File: config.mk
export PLATFORM = sky130hd
export DESIGN_NAME = traffic_scheduler
export DESIGN_NICKNAME = d
export VERILOG_FILES = /design/src/rtl/traffic_scheduler.sv
export SDC_FILE = /design/constraint.sdc
export NUM_CORES = 1
export LEC_CHECK = 0
export ABC_CLOCK_PERIOD_IN_PS = 3000
export BUFFER_PORTS_ARGS = -buffer_cell sky130_fd_sc_hd__buf_2
export CAP_MARGIN = 20
export CORE_MARGIN = 2
export CORE_UTILIZATION = 48
export CTS_CLUSTER_SIZE = 20
export DETAILED_ROUTE_END_ITERATION = 10
export GPL_ROUTABILITY_DRIVEN = 1
export PLACE_DENSITY = 0.72
export SYNTH_ARGS = -nofsm -noshare
export SYNTH_HDL_FRONTEND = slang
export SYNTH_SLANG_ARGS = --single-unit
File: constraint.sdc
create_clock -name clk -period 3 [get_ports clk]
set_clock_uncertainty 0.05 [all_clocks]
set_input_delay 0.15 -clock clk [delete_from_list [all_inputs] [get_ports clk]]
set_output_delay 0.15 -clock clk [all_outputs]
set_load 0.005 [all_outputs]
File: src/rtl/traffic_scheduler.sv
// traffic_scheduler: steps four lanes of scrolling cars once per video frame
// through a single shared decrement/wrap datapath, one lane per clock.
//
// Ports:
//   clk          system clock, all state changes on the rising edge
//   reset        synchronous active-high reset
//   start        level, leaves IDLE for WAIT
//   pause        level, freezes all lanes once the current sweep is done
//   frame_tick   one-cycle pulse per video frame, launches a sweep
//   level        difficulty 0..3, shortens each lane's move period
//   lane_x       packed car x positions, lane i at [10*i+9:10*i]
//   state        IDLE=0, WAIT=1, SWEEP=2, PAUSED=3
//   update_done  one-cycle pulse in the cycle after the last lane slot
//   overrun      sticky, a frame_tick landed while a sweep was running
module traffic_scheduler #(
    parameter int SCREEN_WIDTH = 640,
    parameter int CAR_WIDTH    = 32,
    parameter int LANE_SPACING = 160
) (
    input  logic        clk,
    input  logic        reset,
    input  logic        start,
    input  logic        pause,
    input  logic        frame_tick,
    input  logic [1:0]  level,
    output logic [39:0] lane_x,
    output logic [1:0]  state,
    output logic        update_done,
    output logic        overrun
);

    typedef enum logic [1:0] {
        IDLE   = 2'd0,
        WAIT   = 2'd1,
        SWEEP  = 2'd2,
        PAUSED = 2'd3
    } state_e;

    localparam logic [9:0] XMAX = 10'(SCREEN_WIDTH);
    localparam logic [9:0] XMIN = 10'(CAR_WIDTH);

    state_e      state_q, state_d;
    logic [1:0]  idx_q, idx_d;
    logic        done_q, done_d;
    logic        ovr_q, ovr_d;
    logic [1:0]  cnt_q [4];
    logic [9:0]  x_q   [4];

    // Shared lane datapath, fed by the lane selected by idx_q.
    logic [9:0]  cur_x, nxt_x;
    logic [1:0]  cur_c, nxt_c;
    logic [2:0]  sum;
    logic [1:0]  pm1;
    logic        hit;

    // ------------------------------------------------------------------
    // Control FSM
    // ------------------------------------------------------------------
    always_comb begin
        state_d = state_q;
        idx_d   = idx_q;
        done_d  = 1'b0;
        ovr_d   = ovr_q;
        unique case (state_q)
            IDLE: begin
                if (start) begin
                    state_d = WAIT;
                end
            end
            WAIT: begin
                // pause wins over a coincident frame_tick
                if (pause) begin
                    state_d = PAUSED;
                end else if (frame_tick) begin
                    state_d = SWEEP;
                    idx_d   = 2'd0;
                end
            end
            SWEEP: begin
                if (frame_tick) begin
                    ovr_d = 1'b1;
                end
                // index wraps 3 -> 0, ready for the next sweep
                idx_d = idx_q + 2'd1;
                if (idx_q == 2'd3) begin
                    done_d  = 1'b1;
                    state_d = pause ? PAUSED : WAIT;
                end
            end
            PAUSED: begin
                if (!pause) begin
                    state_d = WAIT;
                end
            end
            default: begin
                state_d = IDLE;
            end
        endcase
    end

    // ------------------------------------------------------------------
    // Lane datapath
    // ------------------------------------------------------------------
    always_comb begin
        cur_x = x_q[idx_q];
        cur_c = cnt_q[idx_q];
        // period = max(1, 4 - idx - level), so period-1 = max(0, 3 - sum)
        sum   = {1'b0, idx_q} + {1'b0, level};
        if (sum >= 3'd3) begin
            pm1 = 2'd0;
        end else begin
            pm1 = 2'(3'd3 - sum);
        end
        // >= lets a lowered period catch a counter that is already past it
        hit   = (cur_c >= pm1);
        nxt_c = hit ? 2'd0 : cur_c + 2'd1;
        nxt_x = cur_x;
        if (hit) begin
            nxt_x = (cur_x > XMIN) ? cur_x - 10'd1 : XMAX;
        end
    end

    // ------------------------------------------------------------------
    // State registers
    // ------------------------------------------------------------------
    always_ff @(posedge clk) begin
        if (reset) begin
            state_q <= IDLE;
            idx_q   <= 2'd0;
            done_q  <= 1'b0;
            ovr_q   <= 1'b0;
            for (int i = 0; i < 4; i++) begin
                cnt_q[i] <= 2'd0;
                x_q[i]   <= 10'(SCREEN_WIDTH - LANE_SPACING * i);
            end
        end else begin
            state_q <= state_d;
            idx_q   <= idx_d;
            done_q  <= done_d;
            ovr_q   <= ovr_d;
            if (state_q == SWEEP) begin
                x_q[idx_q]   <= nxt_x;
                cnt_q[idx_q] <= nxt_c;
            end
        end
    end

    // ------------------------------------------------------------------
    // Outputs
    // ------------------------------------------------------------------
    for (genvar g = 0; g < 4; g++) begin : g_pack
        assign lane_x[10*g +: 10] = x_q[g];
    end

    assign state       = state_q;
    assign update_done = done_q;
    assign overrun     = ovr_q;

endmodule

* Yosys cells after proc, flatten, opt, wreduce, memory -nomap -nowiden *
Memories as Yosys holds them, arrays and structs flattened. A register that Yosys moved wholly into a read port is not among the register bits.
Index checks and enable logic that the tools add are counted.

storage, ports and cells
  bits in read-only memories = 0
  latch bits = 0
  register bits after elaboration = 6
  bits in writable memories = 48
  output and inout port bits = 44
  memories kept = 2

cells by class
  multiplexer cells = 30
  eq/ne operators = 10
  shift operators = 0
  div/mod/pow operators = 0
  $lt $le $gt $ge = 3
  multiply operators = 0
  add/subtract/negate cells = 5
  reduce and logical (&&, ||, !) cells = 8
  bitwise logic cells = 1

memory list
  memory  depth  bits a word  rd ports  clocked after Yosys merged registers in  wr ports  line  source
  x_q     4      10           5         1                                        4         47    logic [9:0] x_q [4];
  cnt_q   4      2            1         1                                        4         46    logic [1:0] cnt_q [4];

operator list
  operator               count
  $mux 2                 17
  $mux 10                3
  $gt 10x6->1 const B    1
  $ne 2x2->1 const B     5
  $reduce_or 10->1       1
  $sub 10x1->10 const B  1
  $mux 1                 8
  $pmux 2 s4             1
  $eq 2x2->1 const B     3
  $add 2x1->2 const B    2
  $pmux 2 s2             1
  $reduce_and 4->1       1
  $reduce_or 2->1        2
  $add 2x2->3            1
  $ge 3x2->1 const B     1
  $ne 3x3->1 const B     1
  $reduce_and 3->1       1
  $eq 2x1->1 const B     1
  $ge 2x2->1             1
  $logic_not 2->1        1
  $reduce_and 2->1       1
  $reduce_bool 2->1      1
  $sub 2x2->2 const A    1
  $not 1->1              1

* Longest topological paths before layout *
  depth after elaboration = 6
  depth in mapped cells = 10
  mapped depth without buffers = 9

* Least setup slack after synthesis *
Ideal clock, no wire load.

  kind = flip-flop to flip-flop
  start point = reg idx_q[0]
  end point = mem x_q[2][2], data pin
  arrival time = 2,606 ps
  stages on the path, launching flop included = 9
  setup slack = 79 ps
  period minus slack after synthesis = 2,921 ps
  setup time = 265 ps
  cell sequence = dfxtp_1 -> ha_1 -> fa_1 -> or2_2 -> ha_1 -> a21oi_1 -> a2111oi_1 -> a211oi_2 -> nor2_1

RTL lines
  element                 line  source
  start, declared         43    logic [1:0] idx_q, idx_d;
  start signal, assigned  138   idx_q <= idx_d;
  end, declared           47

==> impl_metrics.csv <==
group,metric,value,unit
timing,finalHoldViolations,0,
clocking,cts_tree,"done",
setup_path,critPathLaunch,"idx_q[0]$_SDFFE_PP0P_",
final_layout,layout.nets,325,
clocking,clockRootBuffer,"clkbuf_8",
final_layout,multiInputGateArea,1230,sq um
clocking,clkTransAtPathRegs,100,ps
final_layout,drive_gt1_frac,0.312,
synthesis,synth_nets,259,
drt,antenna_left,0,
setup_path,reg2reg_depth,9,
synthesis,ys_seq_area_frac,0.547,
final_layout,register_area,1600,sq um
synthesis,ys_ff_latch,56,
synthesis,avgSynthCellArea,12.1,sq um
floorplan,die_w,82.1,um
setup_path,crit_required,3050,ps
global_routing,grt_pass1_wl,10500,um
clocking,cts_max_level,2,
flow_run,max_cap_violations,0,
timing,fin_tns_setup,0,ps
setup_path,start_kind,"register",
drt,drt-pass1-iter-count,4,
clocking,cts_buffer_depth,2,
placed_design,dp.cells,374,
setup_path,arrival,2880,ps
timing,timing.final.crit_period,2830,ps
drt,first_iter_violations,232,
placed_design,dp_hpwl,4990,um
synthesis,synth_edf_count,48,
clocking,worst_skew_pair.late_latency,310,ps
synthesis,yosysTopAreaCellShare,0.493,
synthesis,ys.flop_type,"edfxtp_1",
power_and_ir_drop,power_density,455,nW/um^2
global_routing,grt_antenna_before_repair,0,
run_status,outcome,"finished clean",
timing,fmax,0.354,GHz
setup_path,crit_fanout,4,
setup_path,r2r_end,"x_q[2][8]$_SDFFCE_PN1P_",
hold_path,min_from,"frame_tick",
hold_path,hp-class,"in2reg",
global_routing,grt_max_degree,16,
synthesis,ys_warn_count,0,
timing,slew_violations,0,
drt,drc,0,
power_and_ir_drop,power_leakage,1.28,nW
final_layout,area_growth,18.8,%
timing,slew-limit-headroom,0.638,
power_and_ir_drop,peakVddDrop,289,uV
floorplan,die_h,82.1,um
timing,fin_crit_sh,0.943,
drt,viasPerCell,5.71,
synthesis,synthCells,241,
final_layout,layout_commonest_cell,"buf_2",
clocking,cts_made_buffers,5,
synthesis,syn_area,2930,sq um
setup_path,critical_path.endpoint_type,"register",
global_routing,grt_usage,0.213,
timing,worst_pin_slew,542,ps
global_routing,grt_pass1_vias,2138,
global_routing,overflow,0,
synthesis,ys_types,44,
floorplan,initial_core_util,0.494,
placed_design,routabilityCongestion,0.914,
hold_path,whs_endpoint,"overrun$_SDFFE_PP0P_",
synthesis,yosysTopAreaCell,"edfxtp_1",
placed_design,port_buffers,50,
setup_path,reg2reg_from,"idx_q[0]$_SDFFE_PP0P_",
setup_path,rrSetupSlack,170,ps
final_layout,nFillCells,504,
floorplan,ios,51,
drt,wirelength,6710,um
hold_path,whs_path_depth,3,
synthesis,async_flop_share,0,
final_layout,antenna_cells,0,
timing,rsz0062_at_grt,"no",
final_layout,stdcell_count,383,
clocking,cts_sinks,56,
synthesis,synthTopCellsByArea,"edfxtp_1, mux4_2, dfxtp_1, nor2_1, ha_1",
floorplan,dieArea,6740,sq um
drt,vias,2187,
floorplan,row_count,28,
setup_path,critical_path_class,"reg2reg",
floorplan,coreArea,5920,sq um
final_layout,layout_common_cells,"buf_2, edfxtp_1, nor2_1, inv_1, buf_4",
timing,setup_viol,0,
drt,wire_per_inst,17.5,um
worst max-delay path, cell delays in order, from the launching register on:
cell and delay (ps):
dfxtp_1 330, ha_1 190, fa_1 410, or2_2 310
ha_1 300, a21oi_1 100, buf_4 160, nor4_4 310
a211oi_1 130, a211oi_1 320
per-stage QoR:
step,area (sq um),hold WS (ps),power [mW],util,setup WS (ps)
5_1_grt,3480,64.5,1.66,0.587,5.76
6_report,3480,51.8,1.58,0.587,172
3_3_place_gp,3380,365,1.20,0.571,254
3_5_place_dp,3380,367,1.20,0.571,169
2_1_floorplan,2930,244,1.10,-,79.1
4_1_cts,3460,50.7,1.58,0.584,160
cells in the mapped netlist (2+ instances only):
library cell / n
a211oi_1: 7
nor2_1: 35
dfxtp_1: 8
or2_2: 4
nand2_1: 9
mux4_2: 10
edfxtp_1: 48
and3_1: 2
xor2_1: 2
nand4_1: 6
nor4_1: 4
a21oi_1: 11
nand3_1: 10
nand2b_1: 7
ha_1: 10
or3_1: 4
nor3_1: 9
o211ai_1: 2
o21ai_0: 5
clkbuf_1: 6
inv_1: 16
xnor2_1: 3
mux4_1: 2
state kept, by name, summed over array words and instances, names as in the netlist, named ones only:
signal and flops:
cnt_q 8, idx_q 2, x_q 40, overrun 1, update_done 1, state 2
cell families (layout without fill, tap and decap cells):
kind of cell	Yosys count	after routing	synth area share
xor+xnor	5	5	0.0150
simple gates	96	96	0.171
buf+inv	25	92	0.0359
flops	56	56	0.547
mux	13	13	0.0983
compound gates	35	35	0.0834
fa+ha+maj	11	11	0.0496
worst max-delay path by stage:
stage                                    to  slack, ps  cells after the start
global placement    x_q[0][3]$_SDFFCE_PN0P_        250                      9
floorplan           x_q[2][2]$_SDFFCE_PN0P_         80                      8
global route        x_q[0][2]$_SDFFCE_PN0P_          6                     10
detailed placement  x_q[1][4]$_SDFFCE_PN0P_        170                     10
finish              x_q[2][8]$_SDFFCE_PN1P_        170                      9
CTS                 x_q[1][4]$_SDFFCE_PN0P_        160                     10
final cells by class:
type / instances / area share
multi-input cells: 160 / 0.354
repair buffers: 68 / 0.118
clock buffers: 7 / 0.0220
inverters: 16 / 0.0173
well taps: 75 / 0.0270
flip-flops and latches: 56 / 0.461
clock inverters: 1 / 0.00108
layer usage:
layer	wire length (um)	vias to the layer above	track usage
met3	357	8	0.0319
li1	-	1043	-
met4	91	0	0.0583
met5	0	-	0
met1	2790	1053	0.272
met2	3470	83	0.378
repair_timing:
action                                  4_1_cts  5_1_grt
endpoints found under the setup margin        0       11
setup buffers                                 0        1
hold buffers                                  0        0
resized for setup                             0        2
report_power, final:
part	switching, mW	leakage [nW]	internal, mW
logic	0.180	0.720	0.123
clock network	0.226	0.0399	0.163
registers	0.0164	0.525	0.873
No activity file was read; power rests on OpenSTA's default activity.
